### config.mk
export PLATFORM = sky130hd
export DESIGN_NAME = button_conditioner
export DESIGN_NICKNAME = d
export VERILOG_FILES = /design/src/rtl/connect_four_pkg.sv /design/src/rtl/button_channel.sv /design/src/rtl/button_conditioner.sv
export SDC_FILE = /design/constraint.sdc
export NUM_CORES = 1
export LEC_CHECK = 0
export ABC_CLOCK_PERIOD_IN_PS = 5500
export CORE_UTILIZATION = 45
export CTS_CLUSTER_SIZE = 24
export DETAILED_ROUTE_END_ITERATION = 10
export PLACE_DENSITY = 0.71
export SYNTH_ARGS = -nofsm -noshare
export SYNTH_HDL_FRONTEND = slang
export SYNTH_SLANG_ARGS = --single-unit
### constraint.sdc
create_clock -name clk -period 5.5 [get_ports clk]
set_clock_uncertainty 0.05 [all_clocks]
set_input_delay 1.1 -clock clk [delete_from_list [all_inputs] [get_ports clk]]
set_output_delay 1.1 -clock clk [all_outputs]
set_load 0.1 [all_outputs]
### src/rtl/connect_four_pkg.sv
// Shared definitions for the connect-four input path.
// Contents:
//   - button index constants (which btn bit means what)
//   - repeat FSM state type
//   - default timing constants, derived from the 25 MHz pixel clock
//   - max_int helper, used to size counters
package connect_four_pkg;

  // Button channel indices within btn_raw / btn_pulse / btn_level.
  localparam int BTN_DROP  = 0;
  localparam int BTN_RIGHT = 1;
  localparam int BTN_LEFT  = 2;
  localparam int NUM_BTN_DEF = 3;

  // Hold-to-repeat state per channel.
  typedef enum logic [1:0] {
    IDLE   = 2'd0,
    DELAY  = 2'd1,
    REPEAT = 2'd2
  } rep_state_t;

  // Timing defaults for a 25 MHz clock.
  localparam int CLK_HZ              = 25_000_000;
  localparam int DEBOUNCE_CYCLES_DEF = CLK_HZ / 100;  // 10 ms
  localparam int REPEAT_DELAY_DEF    = CLK_HZ / 2;    // 0.5 s
  localparam int REPEAT_RATE_DEF     = CLK_HZ / 8;    // 0.125 s

  // Left and right auto-scroll; drop never repeats.
  localparam logic [NUM_BTN_DEF-1:0] REPEAT_MASK_DEF = 3'b110;

  function automatic int max_int(input int a, input int b);
    return (a > b) ? a : b;
  endfunction

endpackage

### src/rtl/button_channel.sv
// One button channel: 2-flop synchroniser, debounce, rising-edge pulse and
// an optional hold-to-repeat FSM.
// Ports:
//   clk        system clock
//   rst        asynchronous active-high reset
//   btn_raw    asynchronous raw button level
//   btn_pulse  registered one-cycle strobe (press and repeat events)
//   btn_level  debounced level
module button_channel
  import connect_four_pkg::*;
#(
  parameter int DEBOUNCE_CYCLES = DEBOUNCE_CYCLES_DEF,
  parameter int REPEAT_DELAY    = REPEAT_DELAY_DEF,
  parameter int REPEAT_RATE     = REPEAT_RATE_DEF,
  parameter bit REPEAT_EN       = 1'b1
) (
  input  logic clk,
  input  logic rst,
  input  logic btn_raw,
  output logic btn_pulse,
  output logic btn_level
);

  localparam int DW = $clog2(DEBOUNCE_CYCLES);
  // rcnt must hold the larger terminal value itself, hence the +1.
  localparam int RW = $clog2(max_int(REPEAT_DELAY, REPEAT_RATE) + 1);

  localparam logic [DW-1:0] DCNT_LAST  = DW'(DEBOUNCE_CYCLES - 1);
  localparam logic [RW-1:0] RCNT_DELAY = RW'(REPEAT_DELAY);
  localparam logic [RW-1:0] RCNT_RATE  = RW'(REPEAT_RATE);
  localparam logic [RW-1:0] RCNT_ONE   = RW'(1);

  logic          s1_reg;
  logic          s2_reg;
  logic          stb_reg;
  logic [DW-1:0] dcnt_reg;
  logic          pulse_reg;

  rep_state_t    state_reg;
  rep_state_t    state_next;
  logic [RW-1:0] rcnt_reg;
  logic [RW-1:0] rcnt_next;
  logic          rep_fire;
  logic          stb_rise;

  // The edge on which stb is about to go 0->1.
  assign stb_rise = s2_reg && !stb_reg && (dcnt_reg == DCNT_LAST);

  // Synchroniser, debounce and output pulse register.
  always_ff @(posedge clk or posedge rst) begin
    if (rst) begin
      s1_reg    <= 1'b0;
      s2_reg    <= 1'b0;
      stb_reg   <= 1'b0;
      dcnt_reg  <= '0;
      pulse_reg <= 1'b0;
    end else begin
      s1_reg <= btn_raw;
      s2_reg <= s1_reg;
      // Any return to the stable level restarts the count, so bounces
      // shorter than DEBOUNCE_CYCLES are discarded entirely.
      if (s2_reg != stb_reg) begin
        if (dcnt_reg == DCNT_LAST) begin
          stb_reg  <= s2_reg;
          dcnt_reg <= '0;
        end else begin
          dcnt_reg <= dcnt_reg + DW'(1);
        end
      end else begin
        dcnt_reg <= '0;
      end
      pulse_reg <= stb_rise | rep_fire;
    end
  end

  // Repeat FSM state register.
  always_ff @(posedge clk or posedge rst) begin
    if (rst) begin
      state_reg <= IDLE;
      rcnt_reg  <= '0;
    end else begin
      state_reg <= state_next;
      rcnt_reg  <= rcnt_next;
    end
  end

  // Repeat FSM next-state logic. rcnt counts from 1 so that a repeat lands
  // exactly REPEAT_DELAY (then REPEAT_RATE) edges after the previous pulse.
  always_comb begin
    state_next = state_reg;
    rcnt_next  = rcnt_reg;
    rep_fire   = 1'b0;
    if (REPEAT_EN) begin
      case (state_reg)
        IDLE: begin
          if (stb_rise) begin
            state_next = DELAY;
            rcnt_next  = RCNT_ONE;
          end
        end
        DELAY: begin
          if (!stb_reg) begin
            state_next = IDLE;
            rcnt_next  = '0;
          end else if (rcnt_reg == RCNT_DELAY) begin
            rep_fire   = 1'b1;
            state_next = REPEAT;
            rcnt_next  = RCNT_ONE;
          end else begin
            rcnt_next = rcnt_reg + RCNT_ONE;
          end
        end
        REPEAT: begin
          if (!stb_reg) begin
            state_next = IDLE;
            rcnt_next  = '0;
          end else if (rcnt_reg == RCNT_RATE) begin
            rep_fire  = 1'b1;
            rcnt_next = RCNT_ONE;
          end else begin
            rcnt_next = rcnt_reg + RCNT_ONE;
          end
        end
        default: begin
          state_next = IDLE;
          rcnt_next  = '0;
        end
      endcase
    end else begin
      state_next = IDLE;
      rcnt_next  = '0;
    end
  end

  assign btn_pulse = pulse_reg;
  assign btn_level = stb_reg;

endmodule

### src/rtl/button_conditioner.sv
// Input conditioning for the connect-four buttons (drop, right, left).
// Each channel is synchronised, debounced and edge-detected independently;
// channels selected by REPEAT_MASK also auto-repeat while held.
// Ports:
//   clk        system clock (25 MHz pixel clock)
//   rst        asynchronous active-high reset
//   btn_raw    raw button levels, active-high (bit0 drop, bit1 right, bit2 left)
//   btn_pulse  one-cycle move strobes to connect_four_top
//   btn_level  debounced button levels
module button_conditioner
  import connect_four_pkg::*;
#(
  parameter int                 NUM_BTN         = NUM_BTN_DEF,
  parameter int                 DEBOUNCE_CYCLES = DEBOUNCE_CYCLES_DEF,
  parameter int                 REPEAT_DELAY    = REPEAT_DELAY_DEF,
  parameter int                 REPEAT_RATE     = REPEAT_RATE_DEF,
  parameter logic [NUM_BTN-1:0] REPEAT_MASK     = REPEAT_MASK_DEF
) (
  input  logic               clk,
  input  logic               rst,
  input  logic [NUM_BTN-1:0] btn_raw,
  output logic [NUM_BTN-1:0] btn_pulse,
  output logic [NUM_BTN-1:0] btn_level
);

  // Channels are fully independent; simultaneous pulses are passed through
  // and left for the game FSM to arbitrate.
  genvar gi;
  generate
    for (gi = 0; gi < NUM_BTN; gi++) begin : g_chan
      button_channel #(
        .DEBOUNCE_CYCLES(DEBOUNCE_CYCLES),
        .REPEAT_DELAY   (REPEAT_DELAY),
        .REPEAT_RATE    (REPEAT_RATE),
        .REPEAT_EN      (REPEAT_MASK[gi])
      ) u_chan (
        .clk      (clk),
        .rst      (rst),
        .btn_raw  (btn_raw[gi]),
        .btn_pulse(btn_pulse[gi]),
        .btn_level(btn_level[gi])
      );
    end
  endgenerate

endmodule

[After elaboration in Yosys (flattened, before gate mapping)]
Cells that the tools add are included.
Storage, ports and cells
  logic and storage cells: 100
  input port bits: 5
  memories: 0
  flip-flop bits (word level): 118
  bits in latches: 0
  memory bits (writable): 0
  output and inout port bits: 6
  ROM bits: 0
Cells by class
  $mul: 0
  equal/unequal tests: 20
  reduce and logical (&&, ||, !) cells: 16
  muxes and demuxes: 38
  shift operators: 0
  bitwise operators: 2
  order comparisons: 0
  div/mod/pow operators: 0
  $add $sub $neg: 5
Operators with widths (number)
  $mux W24: 10
  $pmux W24 S3: 2
  $mux W18: 6
  $add A18 B1 Y18 const B: 3
  $eq A18 B18 Y1 const B: 3
  $add A24 B1 Y24 const B: 2
  $eq A24 B22 Y1 const B: 2
  $eq A24 B24 Y1 const B: 2
  $mux W2: 8
  $pmux W2 S3: 2
  $mux W1: 8
  $logic_and A1 B1 Y1: 6
  $ne A3 B3 Y1 const B: 2
  $reduce_and A2 Y1: 3
  $reduce_and A3 Y1: 2
  $eq A2 B1 Y1 const B: 2
  $eq A2 B2 Y1 const B: 2
  $logic_not A2 Y1: 2
  $ne A2 B1 Y1 const B: 2
  $ne A2 B2 Y1 const B: 2
  $pmux W1 S2: 2
  $logic_not A1 Y1: 3
  $ne A1 B1 Y1: 3
  $or A1 B1 Y1: 2

[Depth between registers and ports, before layout]
Gate-level depths: netlist of run 1.
  depth after elaboration: 5
  depth in mapped cells: 9
  depth with buffers taken out: 8

[Modules after synthesis]
From an unflattened synthesis of run 1, not the netlist that was laid out.
Second synthesis, totals
  cells, all modules: 712
  area, all modules: 6492.5 sq um
Modules (own cells, without submodules)
  button_channel (g_chan[1].u_chan ...): seq. area each 1201.2 sq um, instances 2, cells each 305, area an instance 2721.4 sq um
  button_channel (g_chan[0].u_chan): seq. area each 550.5 sq um, instances 1, cells each 102, area an instance 1049.8 sq um

[Worst setup path before layout of run 1]
Ideal clock, no wire load.
  path kind: register to register
  start: reg g_chan[2].u_chan.rcnt_reg[0]
  end: reg g_chan[2].u_chan.rcnt_reg[22]
  required time: 5329 ps
  path buffers: 0
  stages on the path, launching flop included: 8
  period minus slack after synthesis: 2373 ps
  slack: 3127 ps
  arrival: 2203 ps
  library setup time: 121 ps
  path through: dfrtp_1 -> ha_1 -> nand3_2 -> or3_4 -> or3_4 -> or4_4 -> a21o_1 -> a22o_1
On the way
  longest elaborated chain between the ends: 4
  elaborated cells on any way between the ends: 8
  those cells by class: add/sub: 1; eq/ne: 2; mux: 5
Ends and longest elaborated chain
  from (decl): line button_channel.sv:41  | logic [RW-1:0] rcnt_reg;
  from (signal assigned): line button_channel.sv:83  | rcnt_reg <= rcnt_next;
  $add A24 B1 Y24, or another cell as far along: line button_channel.sv:110, button_channel.sv:121
  $mux W24, on equally long branches: line button_channel.sv:117, button_channel.sv:105
  $mux W24, on equally long branches: line button_channel.sv:114, button_channel.sv:102
  $pmux W24 S3 (*): line button_channel.sv:94  | case (state_reg)
Every way passes the cells marked *; elsewhere a longest branch is shown, timed or not.
A chain may end at the register's enable or synchronous reset.

[Worst setup path after layout of run 1]
  start: reg g_chan[1].u_chan.stb_reg
  end: out btn_level[1]
RTL lines
  from (decl): line button_channel.sv:35  | logic stb_reg;
  from (signal assigned): line button_channel.sv:64  | stb_reg <= s2_reg;
  to (decl): line button_conditioner.sv:23  | output logic [NUM_BTN-1:0] btn_level
No word-level cell between the ends.

==> results of run 1 <==
report_power, final:
part           switching (mW)  total [mW]  internal, mW  leakage, nW
clock                   0.393        1.08         0.688        0.278
combinational          0.0288      0.0393        0.0105         1.12
sequential            0.00475       0.881         0.877         1.63
total                   0.427        2.00          1.57         3.03
per-stage QoR:
stage	utilization [%]	total power, mW	instance area (µm²)
finish	51.8	2.00	7160
global route	51.8	2.07	7160
CTS	51.8	2.02	7160
detailed placement	47.6	0.937	6580
global placement	47.6	0.935	6580
floorplan	-	0.923	6370
kinds of logic (layout without fill, tap and decap cells):
| group | Yosys count | in the layout | share of synthesized area [%] |
|---|---|---|---|
| adder cells (fa/ha/maj) | 18 | 18 | 3.54 |
| XOR/XNOR | 51 | 51 | 7.01 |
| multiplexers | 6 | 6 | 1.06 |
| AND/OR/NAND/NOR | 313 | 313 | 25.3 |
| buffers and inverters | 57 | 77 | 4.24 |
| flip-flops | 118 | 118 | 46.4 |
| AO/OA/AOI/OAI | 114 | 114 | 12.5 |
layer usage:
| metal | up-vias | track usage (%) | wire length, µm |
|---|---|---|---|
| met5 | - | 0 | 0 |
| met4 | 0 | 8.41 | 176 |
| met3 | 18 | 5.59 | 607 |
| met2 | 129 | 32.2 | 6410 |
| met1 | 2459 | 23.6 | 5940 |
| li1 | 2421 | - | - |
synth_stat cells, drive strengths merged, types with 2 or more instances:
cell type	number
and4	9
or3	4
nor4b	4
o21a	2
nor3	15
dfrtp	118
nand3	43
o21ai	22
a31oi	11
nand3b	2
nor4	12
xor2	29
or2	4
o22ai	2
nand2b	7
a221o	3
o2bb2ai	4
buf	12
clkbuf	15
nor3b	3
a21oi	18
xnor2	22
and3	18
a211oi	3
nand2	43
a22o	21
mux2	6
nand4	23
ha	18
o41ai	3
or4	3
inv	30
a21o	16
nor2	108
nor2b	3
and2	3
nor4bb	4
o31ai	3
cell type report:
type                            instances  share of cell area, %
Sequential cell                       118                   41.2
Multi-Input combinational cell        502                   43.9
Tap cell                              180                   3.14
Timing Repair Buffer                   15                   1.92
Clock inverter                         12                   1.78
Inverter                               30                   1.61
Clock buffer                           20                   6.38
worst paths after layout:
check	from	end	slack, ns
min reg2reg	g_chan[0].u_chan.s1_reg$_DFF_PP0_	g_chan[0].u_chan.s2_reg$_DFF_PP0_	0.30
min	g_chan[0].u_chan.s1_reg$_DFF_PP0_	g_chan[0].u_chan.s2_reg$_DFF_PP0_	0.30
max in group asynchronous	rst	g_chan[0].u_chan.dcnt_reg[16]$_DFF_PP0_	3.38
max reg2reg	g_chan[2].u_chan.rcnt_reg[22]$_DFFE_PP0P_	g_chan[2].u_chan.rcnt_reg[18]$_DFFE_PP0P_	2.52
max	g_chan[1].u_chan.btn_level$_DFFE_PP0P_	btn_level[1]	2.28
min in group asynchronous	rst	g_chan[1].u_chan.dcnt_reg[17]$_DFF_PP0_	1.10
==> results.rst, run 1 <==
.. list-table::
   :header-rows: 1

   * - Metric
     - Value
   * - Part of the cycle the worst path needs
     - 58.5%
   * - Area occupied by multi-input gates
     - 3150 µm²
   * - Area of all sequential standard cells
     - 2950 µm²
   * - Post-CTS resize count
     - 0
   * - H-tree Lvls
     - 4
   * - Cell type with the highest aggregate area in the netlist
     - dfrtp_1
   * - Port Buffers
     - 10
   * - Setup Total Neg Slack
     - 0 ns
   * - Congestion Overflow GR
     - 0
   * - Worst setup SP type
     - flop
   * - Number of instances on the worst hold path
     - 0
   * - Top-Level Pins
     - 11
   * - Max reg flops
     - 54
   * - Number of rows in the core area
     - 43
   * - Count of TritonRoute iterations in the first routing pass
     - 5
   * - Number of antenna violations at the first check in global routing
     - 0
   * - Commonest non-fill, non-tap cells in the layout
     - 118 x dfrtp_1, 108 x nor2_1, 43 x nand2_1
   * - Effective utilization at floorplan
     - 46.1%
   * - Clk Tree Root Cell
     - clkbuf_16
   * - Skew-Pair Late Insertion Delay
     - approximately 0.42 ns
   * - Diode count
     - 0
   * - Routed WL per cell
     - 15.0 µm
   * - Synthesized net count
     - 700
   * - Post-Route Hold Slack
     - 0.296 ns
   * - Proportion of synthesized chip area in sequential cells
     - 46.4%
   * - Via count of the first global-routing pass
     - 4900
   * - Per-instance average area after synthesis
     - 9.41 µm²
   * - DRC viols
     - 0
   * - Post-synth top area share
     - a little under half
   * - Fraction of layout instances using a drive strength above 1
     - 7.89%
   * - Setup repair after global routing missed its margin
     - no
   * - Gpl congestion
     - 0.905
   * - Number of setup violations in the final report
     - 0
   * - Number of hold buffers added after cts
     - 0
   * - Required time of the worst setup path
     - 4.35 ns
   * - Result of the run
     - complete, no violations
   * - Critical path's slowest cell
     - clkdlybuf4s50_1
   * - Area growth from synthesis to final layout
     - 12.4%
   * - Global-route wire length before repair
     - 22500 µm
   * - Count of unique library cells instantiated by Yosys
     - 60
   * - Half-perimeter wire length after placement
     - 8730 µm
   * - Number of endpoints with negative hold slack in the final report
     - 0
   * - Type of the setup path with the least slack
     - reg2out
   * - PwrDens
     - 279 nW/µm²
   * - Gate count after technology mapping
     - approximately 680
   * - Most instantiated flip-flop cell in the synthesis netlist
     - dfrtp_1
   * - Non-filler instance count after layout
     - 877
   * - Crit Path Max Fanout
     - 6
   * - Final #Nets
     - about 710
   * - Total detailed-routing wirelength
     - 13100 µm
   * - Async set-or-reset flop fraction in the synthesized netlist
     - 100%
   * - Minimum clock period
     - 3.22 ns
   * - Netlist area before placement
     - ~6400 µm²
   * - Commonest non-fill, non-tap cell in the layout
     - dfrtp_1
   * - Number of warnings reported in the yosys synthesis log
     - 0
   * - Post-detailed-route via-to-cell ratio
     - roughly 5.7
   * - Max transition margin
     - 29.2%
   * - Register clock-pin slew on the reported worst setup and hold paths
     - 0.05 ns
   * - Worst IR Drop VDD
     - around 0.00029 V
   * - Total global-route track usage
     - 19.5%
   * - Clk sink count
     - around 120
   * - Total of max-cap violations
     - 0
   * - Crit path DAT
     - a little over 2 ns
   * - Number of fill cells in the layout
     - 1238
   * - Maximum clock frequency
     - 0.311 GHz
   * - Final number of max-transition violations
     - 0
   * - Largest net degree at the start of global routing
     - 54
   * - Count of nets left with antenna violations after detail routing
     - 0
   * - Critical Path End Type
     - output port
   * - Crit path buf inv count
     - 1
   * - Final setup margin
     - 2.28 ns
   * - Hold/Removal Path Class
     - reg2reg
   * - Slew at the pin closest to its max-slew limit
     - about 1.1 ns
   * - Static leakage power
     - 3.03 nW
   * - Setup slack after placement
     - about 2.6 ns
   * - Setup Buffers After CTS
     - 0
   * - TritonCTS clock tree
     - yes
   * - Highest cell delay on the worst timing path
     - 1.21 ns
   * - Crit path cell chain
     - clkdlybuf4s50_1
   * - CTS Buf Count
     - 17
   * - CTS max path bufs
     - 2
   * - Largest delay contributor family on the critical path
     - buffers and inverters
   * - Die width
     - 121 µm
   * - Vertical die dimension
     - 121 µm
   * - Number of flops mapped to enable cells by yosys
     - 0
   * - Cell Count Post-Placement
     - 845
   * - Post-synthesis register bit count
     - 118
   * - Core Box Area
     - between 10000 and 15000 µm²
   * - Count of cell instances traversed by the critical path
     - 1
   * - Cell types with the largest area share after synthesis
     - dfrtp_1 46%, nor2_1 6.4%, xor2_1 4.0%
   * - Cell depth of the worst flop-to-flop path
     - 7
   * - Area of the die
     - 14600 µm²
   * - Total vias in the final route
     - a little over 5000
   * - DRC marker count from the first detailed-route iteration
     - 403
Note: power is estimated with default switching activity, not from simulation.
==> inputs of run 2 (changes only) <==
- ABC_CLOCK_PERIOD_IN_PS: 5500 -> 2800
- PLACE_DENSITY: 0.71 -> 0.73
- clock period: 5.5 -> 2.8 ns (I/O delays scaled with it)
==> run 2 against run 1 <==
  * Worst setup slack got worse by 2.0 ns
  * Non-clock buffer count increased by 10
  * Final cell count is 0.68% higher
  * Clock-buffer cell count grew 5
  * Via count about the same
  * Combinational power is 110% higher
  * Wire length rose by 1.4%
  * Die area is the same
  * Sequential share of layout area shrank 0.46 points
  * Hold slack better by 0.0012 ns
  * Sequential power up 96%
  * Cell area increased by 1.1%
  * Largest power group unchanged
  * Highest routed layer unchanged
==> results.rst, run 2 (synthesis results as in run 1) <==
.. list-table::
   :header-rows: 1

   * - Metric
     - Value
   * - Part of the cycle the worst path needs
     - 91.3%
   * - H-tree Lvls
     - 4
   * - Crit path buf inv count
     - 0
   * - Routed WL per cell
     - 15.1 µm
   * - Highest cell delay on the worst timing path
     - 0.57 ns
   * - Number of endpoints with negative hold slack in the final report
     - 0
   * - Sw power
     - 0.779 mW
   * - Max transition margin
     - between 40% and 50%
   * - Total global-route track usage
     - around a fifth
   * - Number of setup violations in the final report
     - 0
   * - Maximum clock frequency
     - 0.391 GHz
   * - Fraction of layout instances using a drive strength above 1
     - 9.53%
   * - Number of hold buffers added after cts
     - 0
   * - Setup repair after global routing missed its margin
     - no
   * - Static leakage power
     - between 3 and 4 nW
   * - Worst setup SP type
     - flop
   * - Area of the die
     - 14600 µm²
   * - Gate power share
     - 2.1%
   * - Post-detailed-route via-to-cell ratio
     - 5.70
   * - Critical Path End Type
     - flop
   * - CTS Buf Count
     - 17
   * - Crit Path Max Fanout
     - 14
   * - Net Sw Frac
     - about a fifth
   * - PwrDens
     - 543 nW/µm²
   * - Seq pwr share
     - 44.0%
   * - Clk network pwr share
     - a little over half
   * - Number of antenna violations at the first check in global routing
     - 0
   * - Internal power
     - 3.16 mW
   * - Gpl congestion
     - 0.896
   * - Core utilization of the finished layout
     - 52.4%
   * - TritonCTS clock tree
     - yes
   * - Commonest non-fill, non-tap cells in the layout
     - 118 x dfrtp_1, 108 x nor2_1, 43 x nand2_1
   * - Minimum clock period
     - roughly 2.6 ns
   * - Count of nets left with antenna violations after detail routing
     - 0
   * - Largest net degree at the start of global routing
     - 33
   * - DRC viols
     - 0
   * - Effective utilization at floorplan
     - ~46%
   * - Commonest non-fill, non-tap cell in the layout
     - dfrtp_1
   * - Diode count
     - 0
   * - Crit path cell chain
     - nor4_1 > nand4b_1 > o41ai_1 > a211oi_2 > and2_1 > a221o_1
   * - Worst IR Drop VDD
     - just over 0.0004 V
   * - Largest delay contributor family on the critical path
     - compound AO/OA/AOI/OAI gates
   * - Congestion Overflow GR
     - 0
   * - Vertical die dimension
     - 121 µm
   * - Result of the run
     - complete, no violations
   * - Required time of the worst setup path
     - 3.04 ns
   * - Half-perimeter wire length after placement
     - roughly 9000 µm
   * - Crit path DAT
     - 2.80 ns
   * - Total of max-cap violations
     - 0
   * - Number of fill cells in the layout
     - 1210
   * - Global-route wire length before repair
     - 23200 µm
   * - Setup Total Neg Slack
     - 0 ns
   * - Post-Route Hold Slack
     - 0.297 ns
   * - Final number of max-transition violations
     - 0
   * - Area growth from synthesis to final layout
     - 13.7%
   * - Register clock-pin slew on the reported worst setup and hold paths
     - 0.05 ns
   * - Total detailed-routing wirelength
     - 13300 µm
   * - Setup Buffers After CTS
     - 0
   * - Final #Nets
     - 717
   * - Max reg flops
     - between 50 and 60
   * - Hold/Removal Path Class
     - reg2reg
   * - Skew-Pair Late Insertion Delay
     - 0.42 ns
   * - Number of rows in the core area
     - 43
   * - Area occupied by multi-input gates
     - 3150 µm²
   * - Core Box Area
     - ~14000 µm²
   * - Type of the setup path with the least slack
     - reg2reg
   * - Total vias in the final route
     - 5029
   * - Port Buffers
     - 10
   * - Count of TritonRoute iterations in the first routing pass
     - 5
   * - Top-Level Pins
     - 11
   * - Die width
     - around 120 µm
   * - Clk Tree Root Cell
     - clkbuf_16
   * - DRC marker count from the first detailed-route iteration
     - 411
   * - Area of all sequential standard cells
     - 2950 µm²
   * - Via count of the first global-routing pass
     - 4958
   * - Clk sink count
     - ~120
   * - Slew at the pin closest to its max-slew limit
     - 0.777 ns
   * - Critical path's slowest cell
     - o41ai_1
   * - CTS max path bufs
     - 2
==> run 2: changes by cell type in the layout (fill, tap and decap cells not counted), moves of 2 or more <==
cell             previous run  this run
clkdlybuf4s50_1            10         4
buf_4                       5        19
clkbuf_1                    1         3
clkinvlp_4                  4         2
clkinv_2                    4         0
buf_12                      0         2
clkbuf_8                    2         5
==> run 2: final timing paths <==
path                                                                from                                        end  slack (ns)  cells after the start
worst max-delay path            g_chan[2].u_chan.rcnt_reg[6]$_DFFE_PP0P_  g_chan[2].u_chan.rcnt_reg[18]$_DFFE_PP0P_        0.24                      6
worst min-delay path                   g_chan[2].u_chan.s1_reg$_DFF_PP0_          g_chan[2].u_chan.s2_reg$_DFF_PP0_        0.30                      0
worst min register to register         g_chan[2].u_chan.s1_reg$_DFF_PP0_          g_chan[2].u_chan.s2_reg$_DFF_PP0_        0.30                      0
worst max register to register  g_chan[2].u_chan.rcnt_reg[6]$_DFFE_PP0P_  g_chan[2].u_chan.rcnt_reg[18]$_DFFE_PP0P_        0.24                      6
min in group asynchronous                                            rst    g_chan[1].u_chan.dcnt_reg[11]$_DFF_PP0_        0.50                      2
max in group asynchronous                                            rst  g_chan[2].u_chan.rcnt_reg[23]$_DFFE_PP0P_        1.62                      3
==> run 2: repair_timing <==
action	CTS	global route
resized for setup	0	3
endpoints found under the setup margin	0	23
endpoints found under the hold margin	0	0
==> run 2: area by class of cell <==
| cell class | count | share of cell area, % |
|---|---|---|
| Multi-Input combinational cell | 502 | 43.5 |
| Clock buffer | 25 | 6.98 |
| Inverter | 30 | 1.61 |
| Sequential cell | 118 | 40.8 |
| Tap cell | 180 | 3.11 |
| Clock inverter | 3 | 0.933 |
| Timing Repair Buffer | 25 | 3.07 |
==> run 2: metal layers <==
metal / GRT usage [%] / vias to the layer above / wire [µm]
met5: 0 / - / 0
met4: 7.95 / 0 / 225
met3: 4.70 / 22 / 564
li1: - / 2440 / -
met1: 26.3 / 2453 / 6150
met2: 31.2 / 114 / 6390
==> run 2: power groups by stage <==
stage                     Combinational, mW  Clock, mW  Sequential [mW]
final                                0.0837       2.12             1.73
after detailed placement             0.0874          0             1.76
after global routing                 0.0989       2.24             1.73
after global placement               0.0842          0             1.76
after floorplan                      0.0560          0             1.76
after CTS                            0.0880       2.16             1.73
==> run 2: worst reg2reg max path, cell delays in order, from the launching register on <==
cell	delay, ns
dfrtp_1	0.43
nor4_1	0.31
nand4b_1	0.21
o41ai_1	0.57
a211oi_2	0.14
and2_1	0.37
a221o_1	0.36
==> run 2: through the flow <==
step / setup slack, ns / area [µm²] / std cells / power, mW
2_1_floorplan: 0.427 / 6370 / 677 / 1.81
3_3_place_gp: 0.164 / 6660 / 855 / 1.84
3_5_place_dp: 0.0868 / 6660 / 855 / 1.85
4_1_cts: 0.0893 / 7240 / 883 / 3.98
5_1_grt: 0.0631 / 7240 / 883 / 4.07
6_report: 0.243 / 7240 / 883 / 3.93
